File: config.mk
export PLATFORM = sky130hd
export DESIGN_NAME = peak_bin_finder
export DESIGN_NICKNAME = d
export VERILOG_FILES = /design/src/rtl/peak_bin_finder.sv
export SDC_FILE = /design/constraint.sdc
export NUM_CORES = 1
export LEC_CHECK = 0
export ABC_AREA = 1
export CORE_MARGIN = 10
export CORE_UTILIZATION = 59
export DETAILED_ROUTE_END_ITERATION = 7
export PLACE_DENSITY = 0.82
export SETUP_SLACK_MARGIN = 0.2
export SLEW_MARGIN = 20
export SYNTH_ARGS = -nofsm -noshare
export SYNTH_HDL_FRONTEND = slang
export SYNTH_SLANG_ARGS = --single-unit
File: constraint.sdc
create_clock -name clk_in -period 5.89 [get_ports clk_in]
set_input_delay 1.178 -clock clk_in [delete_from_list [all_inputs] [get_ports clk_in]]
set_output_delay 1.178 -clock clk_in [all_outputs]
set_load 0.01 [all_outputs]
File: src/rtl/peak_bin_finder.sv
// peak_bin_finder: finds the strongest in-window FFT bin of each frame and reports it
//   clk_in       : system clock, rising edge
//   rst_n_in     : asynchronous active-low reset
//   mag_in       : unsigned magnitude of the current bin
//   mag_valid_in : mag_in carries a bin this cycle
//   mag_last_in  : current valid bin closes the frame
//   bin_index    : winning bin of the last completed frame (0 if below THRESHOLD)
//   peak_mag     : magnitude of the winning bin (0 if below THRESHOLD)
//   ready_out    : one-cycle pulse when bin_index/peak_mag update
//   frame_err    : sticky, set when a frame ran past 8192 bins
module peak_bin_finder #(
   parameter int MAG_WIDTH = 32,
   parameter int MIN_BIN   = 120,
   parameter int MAX_BIN   = 440,
   parameter int THRESHOLD = 1024
) (
   input  logic                 clk_in,
   input  logic                 rst_n_in,
   input  logic [MAG_WIDTH-1:0] mag_in,
   input  logic                 mag_valid_in,
   input  logic                 mag_last_in,
   output logic [12:0]          bin_index,
   output logic [MAG_WIDTH-1:0] peak_mag,
   output logic                 ready_out,
   output logic                 frame_err
);
   localparam logic [12:0]          MIN_B = 13'(MIN_BIN);
   localparam logic [12:0]          MAX_B = 13'(MAX_BIN);
   localparam logic [MAG_WIDTH-1:0] THR   = MAG_WIDTH'(THRESHOLD);
   typedef enum logic [1:0] {IDLE, SCAN, REPORT} state_t;
   state_t                 state_q, state_d;
   logic [12:0]            cnt_q, cnt_d, max_bin_q, max_bin_d, idx, base_bin, bin_q;
   logic [MAG_WIDTH-1:0]   max_q, max_d, base_max, peak_q;
   logic                   accept, hit, done, ready_q, err_q, err_d;
   // In IDLE the incoming bin is bin 0 and compares against a cleared maximum,
   // so the first bin of a frame takes part in the search.
   always_comb begin
      accept    = mag_valid_in && state_q != REPORT;
      idx       = state_q == IDLE ? 13'd0 : cnt_q;
      base_max  = state_q == IDLE ? '0 : max_q;
      base_bin  = state_q == IDLE ? 13'd0 : max_bin_q;
      hit       = accept && idx >= MIN_B && idx <= MAX_B && mag_in > base_max;
      max_d     = hit ? mag_in : accept ? base_max : max_q;
      max_bin_d = hit ? idx : accept ? base_bin : max_bin_q;
      cnt_d     = accept ? idx + 13'd1 : cnt_q;
      done      = accept && (mag_last_in || idx == 13'h1fff);
      err_d     = err_q || (done && !mag_last_in);
      state_d   = state_q == REPORT ? IDLE : done ? REPORT : accept ? SCAN : state_q;
   end
   // Results are committed on the edge that accepts the last bin, using the
   // next-state maximum so the last bin is already included.
   always_ff @(posedge clk_in or negedge rst_n_in) begin
      if (!rst_n_in) begin
         state_q   <= IDLE;
         cnt_q     <= '0;
         max_q     <= '0;
         max_bin_q <= '0;
         bin_q     <= '0;
         peak_q    <= '0;
         ready_q   <= 1'b0;
         err_q     <= 1'b0;
      end else begin
         state_q   <= state_d;
         cnt_q     <= cnt_d;
         max_q     <= max_d;
         max_bin_q <= max_bin_d;
         ready_q   <= done;
         err_q     <= err_d;
         if (done) begin
            bin_q  <= max_d >= THR ? max_bin_d : 13'd0;
            peak_q <= max_d >= THR ? max_d : '0;
         end
      end
   end
   assign bin_index = bin_q;
   assign peak_mag  = peak_q;
   assign ready_out = ready_q;
   assign frame_err = err_q;
endmodule

==> summary.txt <==
Worst setup path
  – CP required: 6.18 ns
  – Buf/Inv on CP: 2
  – CP most frequent cell: nand2_1
  – CP endpoint kind: flop
  – Worst Path Arrival: 5.12 ns
  – CP max stage delay: ~0.67 ns
  – Critical path launch point type: flop
  – Slowest stage cell, crit path: nand2_4
  – Crit-path leading delay family: simple AND/OR/NAND/NOR gates
  – Critical-path cell list: nor2_4 -> inv_2 -> nand2_1 -> ha_1 -> a21o_1 -> nor2_1 -> nand2_1 -> nand2_1 -> nand2_1 -> nand2_1 -> nand2_1 -> nand2_4 -> inv_2 -> nand2_1 -> nand2_2 -> nor2_1 -> nand2_1 -> nor2_1 -> nand2_2 -> nand2_1 -> nand2_1
  – CP Class: reg2reg
  – Crit Path Max Fanout: 61

Clock network
  – Clk sinks: ~110
  – Cts hold-fix bufs: 0
  – CTS tree: yes
  – Clock latency on the worst-skew pair: roughly 0.38 ns
  – Clock Path Buffers: 2
  – Htree depth: 3
  – Cts repair resizes: 0
  – Setup Fix Bufs, Post-CTS: 0
  – Clk pin slew, worst setup/hold paths: ~0.12 ns
  – Root Buffer: clkbuf_8
  – CTS Buf Count: 9

Layout
  – Post-route design area: 0.00680 mm2
  – Non-Filler Instances: 940
  – Fin util: 72.6%
  – Final #Nets: 876
  – Layout cell share with drive strength beyond 1: 7.15%
  – P&R area growth vs syn: 18.1%
  – Antenna fix cells: 0

Detailed routing
  – Total Routed Length: 14400 um
  – DRC Markers: 0
  – Post-route ant nets: 0
  – Vias/cell: approximately 5.3
  – Wirelength per Cell: 15.3 um
  – Drt pass-1 iters: 7
  – DR vias: 4948
  – Detailed Route Iter0 Violations: 404

Timing
  – Fin. Hold Viols: 0
  – Worst-margin pin slew: 1.01 ns
  – Final hold slack: 0.487 ns
  – Max-slew violations: 0
  – Period utilization: 82.1%
  – Final Setup Violations: 0
  – Unrepaired setup endpoints after global routing: no
  – Total negative slack: 0 ns
  – Fin Clk Skew: 0.0195 ns
  – Slew headroom: between 30% and 40%
  – Worst Setup Slack, final: 1.05 ns
  – F_max: 207 MHz
  – Post-route minimum period: 4.84 ns

Place
  – IO buf count: 82
  – GPL Wtd Cong: between 0.8 and 0.9
  – HPWL Detailed: 10400 um
  – Pre-CTS setup slack: 0.721 ns
  – Inst Count DP: ~900
  – Placed inst area: 0.00660 mm2

Synthesis
  – Synth Net Count: 808
  – Synth top cells by count: nand2_1, dfrtp_1, inv_1
  – Yosys top cell area share: 46.5%
  – Post-synthesis mux area share: 0%
  – Synthesized area: 0.00576 mm2
  – Synth Area in XOR/XNOR: 1.37%
  – Largest family of logic cells by synthesized area: simple AND/OR/NAND/NOR gates
  – Synth Area in Simple Gates: 30.6%
  – Synth async-reset ratio: 100%
  – Post-Synth Adder-Cell Area: 7.39%
  – Cell taking the most area after synthesis: dfrtp_1
  – Post-Syn Instances: 738
  – Synth Area in Compound Gates: ~5.7%
  – Seq/Total Area, Yosys: 46.5%
  – Post-synth EDFFs: 0
  – #FFs+latches synth: 107
  – Predominant post-synthesis flop cell: dfrtp_1
  – Post-synth cell types: 33
  – Cell with the most instances after synthesis: nand2_1
  – Yosys warning count: 0
  – Synthesized area per cell: 7.80 um2
  – Top post-synthesis cells by area: dfrtp_1, nand2_1, ha_1, inv_1, nor2_1

Die
  – Full die area: approximately 0.014 mm2
  – Core ar.: 0.00937 mm2
  – Ports: 83
  – Initial core utilization: just over 60%
  – Die height: 119 um
  – Number of cell rows: 35
  – Die Wd: between 100 and 150 um

GRT
  – Most used routing layer: met2
  – Total gr overflow: 0
  – Largest net degree at the start of global routing: 66
  – Met1 GRT Util: between 20% and 30%
  – First-pass GRT wire length: 24700 um
  – Met2 usage: between 30 and 40%
  – Initial antenna violation count: 0
  – GRT Total Usage: 20.9%
  – Vias in the first global route: ~5000
  – Grt met3 use: under 10%

Run status
  – Status: finished clean

Power and ir drop
  – LEAKAGE: 3.52 nW
  – Max VDD drop: 162 uV
  – Tot Pwr: 1.35 mW
  – Cell Pwr Density: about 200 mW/mm2

Flow run
  – Max-cap check violation count: 0

Worst hold path
  – Hold WC Path Type: reg2reg
==> final cells by class <==
type,instances,area (um2)
Multi-Input combinational cell,518,2600
Tap cell,129,161
Clock buffer,9,124
Fill cell,770,2570
Clock inverter,7,76.3
Timing Repair Buffer,86,848
Sequential cell,107,2680
Inverter,84,315
==> routing by layer <==
layer	vias up	share of wire [%]
met2	141	50
met3	19	5.2
met5	-	0
met4	0	1.5
li1	2424	-
met1	2364	43
==> sequential cells by signal (all words and copies together) (netlist names) <==
signal     count
max_q         32
peak_mag      32
bin_index     13
cnt_q         13
max_bin_q     13
state_q        2
frame_err      1
ready_out      1
==> placed cells by master, fill, tap and decap left out, types with 3 or more instances in the layout <==
cell type	synthesis	layout
nand2_1	274	273
dfrtp_1	107	107
inv_1	81	81
clkdlybuf4s50_1	0	81
nor2_1	65	65
nand3_1	36	36
ha_1	34	34
o21ai_0	21	21
nand2_2	15	16
a21oi_1	15	15
o21ai_2	10	10
clkbuf_8	0	9
nand3b_1	7	7
nor3_1	7	7
xor2_1	7	7
nor4_1	5	5
buf_4	1	5
inv_2	3	3
nand4_1	3	3
inv_8	0	3
==> logic make-up (layout without fill, tap and decap cells) <==
kind of cell,count (synthesis),after routing
AND/OR/NAND/NOR,420,420
buffers and inverters,113,186
flip-flops,107,107
XOR/XNOR,9,9
AO/OA/AOI/OAI,55,55
adder cells (fa/ha/maj),34,34
==> path summary, 6_finish.rpt <==
kind	start	to	slack [ns]	depth (start not counted)
worst max register to register	state_q[0]$_DFFE_PN0P_	bin_index[2]$_DFFE_PN0P_	1.05	21
worst min-delay path	peak_mag[0]$_DFFE_PN0P_	peak_mag[0]$_DFFE_PN0P_	0.49	2
worst max-delay path	state_q[0]$_DFFE_PN0P_	bin_index[2]$_DFFE_PN0P_	1.05	21
min in group asynchronous	rst_n_in	max_q[13]$_DFF_PN0_	0.87	1
max in group asynchronous	rst_n_in	cnt_q[8]$_DFFE_PN0P_	3.98	2
worst min register to register	peak_mag[0]$_DFFE_PN0P_	peak_mag[0]$_DFFE_PN0P_	0.49	2
==> power breakdown <==
part / switching [mW] / internal (mW)
Combinational: 0.103 / 0.0501
Clock: 0.281 / 0.170
Sequential: 0.00403 / 0.741
Total: 0.388 / 0.961
==> worst min-delay path, stage by stage (launching register included) <==
cell,delay (ns)
dfrtp_1,0.36
nand2_1,0.05
nand2_1,0.05
Power figures use the tool's default switching activity.
